<file path="src/rtl/spc_pkg.sv">
// Shared definitions for the single-pixel counter path and the SPI readout block.
//   - default photon-count width and result FIFO depth
//   - window FSM state encoding
package spc_pkg;

  localparam int SPC_CNT_W      = 16;
  localparam int SPC_FIFO_DEPTH = 8;

  typedef enum logic [1:0] {
    ST_IDLE   = 2'd0,
    ST_COUNT  = 2'd1,
    ST_COMMIT = 2'd2
  } spc_state_e;

endpackage

</file>
<file path="src/rtl/spc_sync_fifo.sv">
// Synchronous first-word-fall-through FIFO with registered outputs.
// Ports:
//   clk, rst  : clock, synchronous active-high reset
//   push, din : write request and data; refused (drop=1) when full with no same-cycle pop
//   ready     : consumer accept; a pop happens when valid & ready
//   dout      : head word, registered; holds its last value while empty
//   valid     : FIFO non-empty
//   level     : number of stored words
//   drop      : combinational, a push was refused this cycle
module spc_sync_fifo
  import spc_pkg::*;
#(
  parameter int WIDTH = SPC_CNT_W,
  parameter int DEPTH = SPC_FIFO_DEPTH
) (
  input  logic                     clk,
  input  logic                     rst,
  input  logic                     push,
  input  logic [WIDTH-1:0]         din,
  input  logic                     ready,
  output logic [WIDTH-1:0]         dout,
  output logic                     valid,
  output logic [$clog2(DEPTH):0]   level,
  output logic                     drop
);

  localparam int PW = $clog2(DEPTH);
  localparam int LW = PW + 1;

  logic [WIDTH-1:0] mem [DEPTH];
  logic [PW-1:0]    wr_ptr, rd_ptr, rd_ptr_inc;
  logic [LW-1:0]    count, count_nxt;
  logic [WIDTH-1:0] dout_q, dout_nxt;
  logic             valid_q;
  logic             pop, full, push_ok;

  assign pop        = valid_q & ready;
  assign full       = (count == LW'(DEPTH));
  // A pop in the same cycle frees the slot, so a full FIFO can still accept.
  assign push_ok    = push & (~full | pop);
  assign drop       = push & full & ~pop;
  assign rd_ptr_inc = rd_ptr + PW'(1);

  always_comb begin
    count_nxt = count;
    if (push_ok && !pop) begin
      count_nxt = count + LW'(1);
    end else if (pop && !push_ok) begin
      count_nxt = count - LW'(1);
    end
  end

  // dout is a register, so the next head is selected ahead of time.
  always_comb begin
    dout_nxt = dout_q;
    if (pop) begin
      if (count > LW'(1)) begin
        dout_nxt = mem[rd_ptr_inc];
      end else if (push_ok) begin
        dout_nxt = din;
      end
    end else if ((count == '0) && push_ok) begin
      dout_nxt = din;
    end
  end

  always_ff @(posedge clk) begin
    if (push_ok) begin
      mem[wr_ptr] <= din;
    end
  end

  always_ff @(posedge clk) begin
    if (rst) begin
      wr_ptr  <= '0;
      rd_ptr  <= '0;
      count   <= '0;
      dout_q  <= '0;
      valid_q <= 1'b0;
    end else begin
      if (push_ok) wr_ptr <= wr_ptr + PW'(1);
      if (pop)     rd_ptr <= rd_ptr_inc;
      count   <= count_nxt;
      dout_q  <= dout_nxt;
      valid_q <= (count_nxt != '0);
    end
  end

  assign dout  = dout_q;
  assign valid = valid_q;
  assign level = count;

endmodule

</file>
<file path="src/rtl/photon_window_counter.sv">
// Counts SPAD photon pulses while START_COUNT is high and commits each window
// total (one per DMD pattern) into a result FIFO drained over valid/ready.
// Ports:
//   CLK, RST     : clock, synchronous active-high reset
//   START_COUNT  : counting gate from the controller (CLK domain)
//   PHOTON_IN    : asynchronous SPAD pulse
//   CLEAR_FLAGS  : clears OVERFLOW and DROPPED
//   DATA_OUT     : head-of-FIFO window count
//   DATA_VALID   : FIFO non-empty
//   DATA_READY   : consumer accept
//   FIFO_LEVEL   : stored word count
//   BUSY         : window open or being committed
//   OVERFLOW     : sticky, a window count saturated
//   DROPPED      : sticky, a window total was lost to a full FIFO
//
// state     | meaning
// ST_IDLE   | gate closed, accumulator held at 0
// ST_COUNT  | gate open, counting photon edges
// ST_COMMIT | single cycle, window total pushed into the FIFO
module photon_window_counter
  import spc_pkg::*;
#(
  parameter int CNT_W       = SPC_CNT_W,
  parameter int FIFO_DEPTH  = SPC_FIFO_DEPTH,
  parameter int SYNC_STAGES = 3
) (
  input  logic                          CLK,
  input  logic                          RST,
  input  logic                          START_COUNT,
  input  logic                          PHOTON_IN,
  input  logic                          CLEAR_FLAGS,
  output logic [CNT_W-1:0]              DATA_OUT,
  output logic                          DATA_VALID,
  input  logic                          DATA_READY,
  output logic [$clog2(FIFO_DEPTH):0]   FIFO_LEVEL,
  output logic                          BUSY,
  output logic                          OVERFLOW,
  output logic                          DROPPED
);

  localparam logic [CNT_W-1:0] ACC_MAX = '1;

  logic [SYNC_STAGES-1:0] sync_q;
  logic                   sync_prev;
  logic                   ph_edge;
  spc_state_e             state, state_nxt;
  logic [CNT_W-1:0]       acc, acc_nxt;
  logic                   push, ovf_set, fifo_drop;
  logic                   busy_q, ovf_q, drop_q;

  always_ff @(posedge CLK) begin
    if (RST) begin
      sync_q    <= '0;
      sync_prev <= 1'b0;
      ph_edge   <= 1'b0;
    end else begin
      sync_q    <= {sync_q[SYNC_STAGES-2:0], PHOTON_IN};
      sync_prev <= sync_q[SYNC_STAGES-1];
      ph_edge   <= sync_q[SYNC_STAGES-1] & ~sync_prev;
    end
  end

  always_comb begin
    state_nxt = state;
    acc_nxt   = acc;
    push      = 1'b0;
    ovf_set   = 1'b0;
    case (state)
      ST_IDLE: begin
        acc_nxt = '0;
        if (START_COUNT) state_nxt = ST_COUNT;
      end
      ST_COUNT: begin
        // The edge in the gate-closing cycle still belongs to this window.
        if (ph_edge) begin
          if (acc == ACC_MAX) ovf_set = 1'b1;
          else                acc_nxt = acc + CNT_W'(1);
        end
        if (!START_COUNT) state_nxt = ST_COMMIT;
      end
      ST_COMMIT: begin
        push      = 1'b1;
        state_nxt = ST_IDLE;
      end
      default: begin
        state_nxt = ST_IDLE;
        acc_nxt   = '0;
      end
    endcase
  end

  always_ff @(posedge CLK) begin
    if (RST) begin
      state  <= ST_IDLE;
      acc    <= '0;
      busy_q <= 1'b0;
      ovf_q  <= 1'b0;
      drop_q <= 1'b0;
    end else begin
      state  <= state_nxt;
      acc    <= acc_nxt;
      busy_q <= (state_nxt != ST_IDLE);
      // Set events take priority over a coincident clear.
      if (ovf_set)          ovf_q <= 1'b1;
      else if (CLEAR_FLAGS) ovf_q <= 1'b0;
      if (fifo_drop)        drop_q <= 1'b1;
      else if (CLEAR_FLAGS) drop_q <= 1'b0;
    end
  end

  spc_sync_fifo #(
    .WIDTH (CNT_W),
    .DEPTH (FIFO_DEPTH)
  ) u_fifo (
    .clk   (CLK),
    .rst   (RST),
    .push  (push),
    .din   (acc),
    .ready (DATA_READY),
    .dout  (DATA_OUT),
    .valid (DATA_VALID),
    .level (FIFO_LEVEL),
    .drop  (fifo_drop)
  );

  assign BUSY     = busy_q;
  assign OVERFLOW = ovf_q;
  assign DROPPED  = drop_q;

endmodule
</file>
<file path="config.mk">
export PLATFORM = sky130hd
export DESIGN_NAME = photon_window_counter
export DESIGN_NICKNAME = d
export VERILOG_FILES = /design/src/rtl/spc_pkg.sv /design/src/rtl/spc_sync_fifo.sv /design/src/rtl/photon_window_counter.sv
export SDC_FILE = /design/constraint.sdc
export NUM_CORES = 1
export LEC_CHECK = 0
export CORE_UTILIZATION = 35
export DETAILED_ROUTE_END_ITERATION = 8
export PLACE_DENSITY = 0.51
export RECOVER_POWER = 25
export REMOVE_ABC_BUFFERS = 1
export SYNTH_ARGS = -nofsm -noshare
export SYNTH_HDL_FRONTEND = slang
export SYNTH_SLANG_ARGS = --single-unit
</file>
<file path="constraint.sdc">
create_clock -name CLK -period 4.4 [get_ports CLK]
set_input_delay 0.66 -clock CLK [delete_from_list [all_inputs] [get_ports CLK]]
set_output_delay 0.66 -clock CLK [all_outputs]
set_load 0.02 [all_outputs]
</file>
==> reports/qor.yml, run 1 <==
outcome: "complete, no violations"
ios: 30
wl_um: 16000
numCtsBuffers: 17
fin_cells: 872
start_kind: "flip-flop"
cts_max_level: 4
clk_latency_ps: 420
cp-startpoint: "u_fifo.rd_ptr[1]"
grt_pass1_wl_um: 25000
post_cts_resized: 0
start_util_pct: 36.0
die_area_sq_um: 21600
grt_usage_pct: 15.3
ys_ff_latch: 181
die_h_um: 147
dr_wl_met2_um: 7880
core_area_sq_um: 20400
rsz0062_at_grt: "false"
drv_slew: 0
dr_wl_met3_um: 466
setup_viol: 0
synth-main-ff-cell: "edfxtp_1"
grt_max_degree: 58
period_needed_ps: 2530
rows: 52
grt-ovfl-total: 0
synth_edf_count: 128
place_area_sq_um: 8070
relSlewSlack_pct: 39.4
ant_nets: 0
syn_area_sq_um: 7360
numPortBuffers: 29
antenna_found_initial: 0
antenna_cells: 0
yosys_warnings: 0
min-delay-start: "sync_prev"
design_area_sq_um: 8680
drv_cap: 0
root_buffer: "clkbuf_16"
drt_iter0_markers: 231
syn_avg_cell_area_sq_um: 13.2
pwr_density_cell_nw_per_um2: 485
via_per_inst: 5.30
ctsHoldBuffers: 0
yosys.cell_count.top_type: "edfxtp_1"
die_w_um: 147
yosysTopAreaCell: "edfxtp_1"
clockBufferDepth: 2
ir_drop_uv: 279
grt_pass1_vias: 4633
clock-sinks: 181
place.gp.congestion: 0.766
dr.pass1.iters: 4
crit_arrival_ps: 2820
required_ps: 4690
fin_crit_sh_pct: 57.4
wl_met1_um: 7360
finalSetupTns_ps: 0
critPathCaptureType: "flip-flop"
criticalPathCategory: "reg -> reg"
cts_setup_buffers: 0
placed_cells: 840
seq_area_frac_synth_pct: 66.6
netlist-cell-type-count: 51
maxUsedRoutingLayer: "met4"
drive_gt1_share_pct: 10.5
nets: 601
async_flop_share_pct: 0
syn_to_final_growth_pct: 17.9
syn_inst: 559
tightest_slew_ps: 909
post-dp-hpwl_um: 9640
remaining_drc_errors: 0
cts_tree: "built"
vias: 4620
wl_per_cell_um: 18.3
yosys-top-cells-area: "edfxtp_1 (52%), dfxtp_1 (14%), mux2i_1 (6.5%)"
hold_viol_final: 0
crit_fanout: 57
clk_pin_slew_worst_paths_ps: 70
hold_slack_ps: 388
leakagePower_nw: 2.73
r2r-start: "u_fifo.rd_ptr[1]"
fmax_mhz: 396
synthTopCellsByCount: "edfxtp_1 (128), dfxtp_1 (53), mux2i_1 (48), nor2_1 (41)"
hold_class: "reg -> reg"
finClkSkew_ps: 9.14
synth.top_cell.area_share_pct: 52.2
-- layer usage --
metal | vias to the layer above | GRT usage, %
met1 | 2299 | 19.5
met4 | 0 | 5.10
met5 | - | 0
li1 | 2229 | -
met2 | 74 | 25.7
met3 | 18 | 3.70
-- worst paths after layout --
| kind | cells after the start | end | slack (ps) |
|---|---|---|---|
| worst min-delay path | 1 | ph_edge | 390 |
| worst min register to register | 1 | ph_edge | 390 |
| worst max-delay path | 7 | u_fifo.dout[9] | 1870 |
| worst max register to register | 7 | u_fifo.dout[9] | 1870 |
-- per-stage QoR --
| stage | utilization (%) | setup WS (ps) | power [mW] |
|---|---|---|---|
| finish | 42.5 | 1870 | 4.21 |
| global route | 42.5 | 1680 | 4.39 |
| CTS | 42.5 | 1860 | 4.25 |
| detailed placement | 39.5 | 1660 | 2.69 |
| global placement | 39.5 | 1730 | 2.68 |
| floorplan | - | 17.4 | 2.43 |
-- where the power goes --
group	switching [mW]	leakage (nW)	internal [mW]
clock	0.640	0.295	0.918
combinational	0.437	0.803	0.305
sequential	0.0521	1.63	1.86
total	1.13	2.73	3.08
-- logic make-up (layout without fill, tap and decap cells) --
| kind of cell | Yosys count | after routing | share of synthesized area [%] |
|---|---|---|---|
| AOI/OAI and AO/OA | 118 | 118 | 11.4 |
| DFF | 181 | 181 | 66.6 |
| xor gates and xnor gates | 15 | 15 | 1.78 |
| adders and majority gates | 6 | 6 | 1.02 |
| buffers and inverters | 44 | 87 | 2.50 |
| and+or+nand+nor | 147 | 147 | 10.2 |
| muxes | 48 | 48 | 6.53 |
-- sequential cells by signal (all words and copies together), names as in the netlist, 2 cells and up --
name and count:
u_fifo.dout 16, u_fifo.level 4, u_fifo.wr_ptr 3, acc 16, u_fifo.mem 128, sync_q 3
state 2, u_fifo.rd_ptr 3
-- critical path, cell delays in order, from the launching register on --
cell	delay [ps]
dfxtp_1	340
ha_4	810
buf_12	290
nor2b_1	70
a2111oi_0	390
a31oi_1	120
a32oi_1	230
a211oi_1	100
-- placed cells by master (no fill, tap or decap), types with 10 or more instances in the layout --
cell type and instances:
dfxtp_1 53, edfxtp_1 128, clkdlybuf4s50_1 29, xnor2_1 10, a21oi_1 12, clkbuf_16 17, a211oi_1 16, nor2_1 41
a2111oi_0 16, buf_4 19, a31oi_1 33, mux2i_1 48, a32oi_1 16, nor2b_1 23, nand2_1 33
-- area by class of cell --
class	instances	area, sq um
Fill cell	1895	11700
Sequential cell	181	4900
Multi-Input combinational cell	334	2350
Timing Repair Buffer	49	453
Clock buffer	19	443
Tap cell	270	338
Clock inverter	13	171
Inverter	6	22.5
(Power assumes the default switching activity.)
==> run 2, diff against run 1 <==
Settings changed: PLACE_DENSITY 0.51 to 0.53.
Clock period 4.4 ns to 2.1 ns, I/O delays scaled along.
==> run 2 against run 1 <==
Net effect:
- cell area grew 3.8%
- cell count grew 3.8%
- global-route usage grew 0.26 points
- worst setup slack lost 1700 ps
- largest power group unchanged
==> reports/qor.yml, run 2 (synthesis results as in run 1) <==
outcome: "complete, no violations"
critPathCaptureType: "flip-flop"
fin_util_pct: 44.1
tightest_slew_ps: 650
crit_arrival_ps: 2250
post-dp-hpwl_um: 10200
leakagePower_nw: 2.87
grt_pass1_wl_um: 25400
fin_crit_sh_pct: 92.6
setup_viol: 0
cts_setup_buffers: 0
hold_class: "reg -> reg"
finClkSkew_ps: 7.59
largest_register_ff_count: 128
comb_power_share_pct: 19.1
cts_max_level: 4
top_register: "u_fifo.mem"
ctsHoldBuffers: 0
vias: 4730
rsz0062_at_grt: "false"
fillCellCount: 1919
p_sw_share_pct: 26.9
relSlewSlack_pct: 56.7
rows: 52
start_kind: "flip-flop"
die_area_sq_um: 21600
wl_per_cell_um: 17.9
hold_viol_final: 0
clockBufferDepth: 2
crit_fanout: 40
place_area_sq_um: 8430
numPortBuffers: 29
criticalPathCategory: "reg -> reg"
internal-power_mw: 6.52
ios: 30
root_buffer: "clkbuf_16"
clk_latency_ps: 430
dr.pass1.iters: 5
die_h_um: 147
required_ps: 2410
remaining_drc_errors: 0
fmax_mhz: 514
grt_pass1_vias: 4639
multi_input_area_sq_um: 2360
nets: 634
antenna_cells: 0
syn_to_final_growth_pct: 22.4
numCtsBuffers: 17
period_needed_ps: 1950
antenna_found_initial: 0
ant_nets: 0
pwr-share-seq_pct: 44.4
drv_slew: 0
design_area_sq_um: 9010
wl_um: 16200
clock-sinks: 181
fin_cells: 905
die_w_um: 147
drv_cap: 0
placed_cells: 873
grt_usage_pct: 15.6
place.gp.congestion: 0.774
ir_drop_uv: 534
total_power_mw: 8.92
final_common_cell: "edfxtp_1"
drive_gt1_share_pct: 14.2
grt_max_degree: 51
pwr_density_cell_nw_per_um2: 989
p_switching_mw: 2.40
final_cell_mix: "edfxtp_1 (128), dfxtp_1 (53), mux2i_1 (48)"
core_area_sq_um: 20400
cts_tree: "built"
p_clk_share_pct: 36.5
clk_pin_slew_worst_paths_ps: 60
grt-ovfl-total: 0
seqCellArea_sq_um: 4900
via_per_inst: 5.23
start_util_pct: 36.0
drt_iter0_markers: 306
run 2: changes by cell type in the layout (fill, tap and decap cells not counted), moves of 2 or more:
cell / previous run / this run
inv_6: 1 / 3
clkbuf_1: 1 / 11
buf_12: 1 / 10
inv_8: 2 / 0
clkinvlp_4: 2 / 4
buf_4: 19 / 33
run 2: what timing repair did:
item | 4_1_cts | 5_1_grt
resized for setup | 1 | 4
pin swaps | 0 | 1
setup endpoints to repair | 16 | 60
gates cloned | 0 | 0
run 2: worst max-delay path, stage by stage (launching register included):
cell       delay (ps)
dfxtp_1           340
ha_4              310
buf_12            220
nor2b_1            80
a2111oi_1         420
a31oi_1            80
a32oi_1           250
a211oi_1          100
run 2: area by class of cell:
cell class	instances	area share, %
tap	270	3.75
timing repair buffer	82	8.61
inverter	6	0.250
multi-input combinational	334	26.2
clock buffer	18	4.76
clock inverter	14	1.97
sequential	181	54.4
run 2: per-stage QoR:
step	setup TNS, ps	hold slack, ps	worst slack, ps
after floorplan	-166720	367	-2280
after global placement	-871	373	-57.9
after detailed placement	-993	374	-64.2
after CTS	0	384	53.3
after global routing	0	394	5.82
final	0	383	155
run 2: worst paths after layout:
check,start,cells past startpoint,slack (ps),end
min reg2reg,sync_prev,1,380,ph_edge
min,sync_prev,1,380,ph_edge
max,u_fifo.rd_ptr[1],7,150,u_fifo.dout[9]
max reg2reg,u_fifo.rd_ptr[1],7,150,u_fifo.dout[9]
run 2: per-layer routing:
layer	GRT usage, %	routed length (um)	part of all wire (%)	vias up
li1	-	-	-	2281
met1	19.9	7540	47	2351
met2	26.6	8050	50	89
met3	3.76	465	2.9	9
met4	3.87	107	0.66	0
met5	0	0	0	-
run 2: power groups by stage:
stage | logic, mW | clock network, mW | registers [mW]
6_report | 1.70 | 3.25 | 3.96
5_1_grt | 1.85 | 3.44 | 3.98
4_1_cts | 1.71 | 3.31 | 3.97
3_5_place_dp | 1.70 | 0 | 4.04
3_3_place_gp | 1.70 | 0 | 4.04
2_1_floorplan | 0.897 | 0 | 4.20
==> run 3, diff against run 2 <==
--- a/config.mk
+++ b/config.mk
@@ -12,2 +12,3 @@
 export REMOVE_ABC_BUFFERS = 1
+export SKIP_CTS_REPAIR_TIMING = 1
 export SYNTH_ARGS = -nofsm -noshare
--- a/constraint.sdc
+++ b/constraint.sdc
@@ -3,2 +3,2 @@
 set_output_delay 0.315 -clock CLK [all_outputs]
-set_load 0.02 [all_outputs]
+set_load 0.005 [all_outputs]
==> run 3 against run 2 <==
Net effect:
- via count about the same
- cell area stayed put
- fmax decreased by 0.66%
- power down 1.3%
- global-route usage about the same
- worst hold slack is essentially flat
- die area unchanged
- worst setup slack lost 13 ps
- utilization stayed put
- combinational power is 6% lower
- largest power group unchanged
==> reports/qor.yml, run 3 (synthesis results as in run 1) <==
die_area_sq_um: 21600
place_area_sq_um: 8430
start_kind: "flip-flop"
required_ps: 2230
grt-ovfl-total: 0
preCtsSetupSlack_ps: -64.2
fmax_mhz: 511
root_buffer: "clkbuf_16"
rsz0062_at_grt: "false"
drive_gt1_share_pct: 14.2
syn_to_final_growth_pct: 22.4
dr.pass1.iters: 4
grt_pass1_vias: 4639
relSlewSlack_pct: 59.4
grt_pass1_wl_um: 25400
start_util_pct: 36.0
drt_iter0_markers: 308
crit_path_max_incr_delay_ps: 340
rr_worst_depth: 7
clk_pin_slew_worst_paths_ps: 60
finClkSkew_ps: 8.41
slowest_stage: "dfxtp_1"
largest_register_ff_count: 128
via_per_inst: 5.22
core_area_sq_um: 20400
final_cell_mix: "edfxtp_1 (128), dfxtp_1 (53), mux2i_1 (48)"
timing.reg2reg.setup_slack_ps: 140
numPortBuffers: 29
hold_class: "reg -> reg"
ir_drop_uv: 533
numCtsBuffers: 17
path_cells: "inv_1 -> ha_1 -> and3b_1 -> a21oi_2 -> nand2_2 -> nor3_4 -> buf_4"
wl_per_cell_um: 17.9
setup_viol: 0
clock-sinks: 181
place.gp.congestion: 0.774
cts_tree: "built"
antenna_cells: 0
setup_ws_ps: 142
top_register: "u_fifo.mem"
crit_arrival_ps: 2090
grt_max_degree: 51
pwr_density_cell_nw_per_um2: 977
wl_um: 16200
antenna_found_initial: 0
hold_viol_final: 0
fin_crit_sh_pct: 93.2
drv_slew: 0
clockBufferDepth: 2
ios: 30
rows: 52
post-dp-hpwl_um: 10200
leakagePower_nw: 2.87
tightest_slew_ps: 610
nets: 634
remaining_drc_errors: 0
ant_nets: 0
final_common_cell: "edfxtp_1"
cts_max_level: 4
grt_usage_pct: 15.6
period_needed_ps: 1960
outcome: "complete, no violations"
criticalPathCategory: "reg -> reg"
design_area_sq_um: 9010
die_w_um: 147
die_h_um: 147
critPathCaptureType: "flip-flop"
vias: 4728
drv_cap: 0
hold_depth: 1
crit_fanout: 6
clk_latency_ps: 430
-- run 3: cell counts in the layout (fill, tap and decap cells not counted) --
Identical to the previous run, type by type.
-- run 3: worst paths after layout --
| kind | to | from |
|---|---|---|
| setup reg to reg | u_fifo.mem[2][7] | u_fifo.level[1] |
| hold / removal | ph_edge | sync_prev |
| hold reg to reg | ph_edge | sync_prev |
| setup / recovery | u_fifo.mem[2][7] | u_fifo.level[1] |
-- run 3: metal layers --
layer	global-route usage, %	vias up	part of all wire [%]
met3	3.76	10	2.9
met4	3.87	0	0.77
li1	-	2280	-
met1	19.9	2350	47
met5	0	-	0
met2	26.6	88	50
-- run 3: power breakdown --
group,internal (mW),leakage [nW],switching [mW],total [mW]
combinational,0.742,0.960,0.847,1.59
clock,1.89,0.284,1.37,3.25
sequential,3.89,1.63,0.0747,3.96
total,6.52,2.87,2.29,8.80
-- run 3: worst max-delay path: cells and delay by family, from the launching register on --
family | cells | cell delay, ps
and+or+nand+nor | 3 | 650
DFF | 1 | 340
buffers and inverters | 2 | 290
adders and majority gates | 1 | 200
AOI/OAI and AO/OA | 1 | 190
-- run 3: through the flow --
step / setup TNS, ps / total power, mW / util (%) / hold WS (ps) / cells
global placement: -871 / 5.63 / 41.2 / 373 / 873
detailed placement: -993 / 5.63 / 41.2 / 374 / 873
floorplan: -149150 / 4.99 / - / 367 / 521
finish: 0 / 8.80 / 44.1 / 383 / 905
CTS: -355 / 8.88 / 44.2 / 384 / 905
global route: 0 / 9.16 / 44.1 / 394 / 905
-- run 3: layout make-up --
cell class | instances | area (sq um)
Clock buffer | 18 | 429
Clock inverter | 14 | 178
Fill cell | 1919 | 11400
Inverter | 6 | 22.5
Multi-Input combinational cell | 334 | 2360
Sequential cell | 181 | 4900
Tap cell | 270 | 338
Timing Repair Buffer | 82 | 776
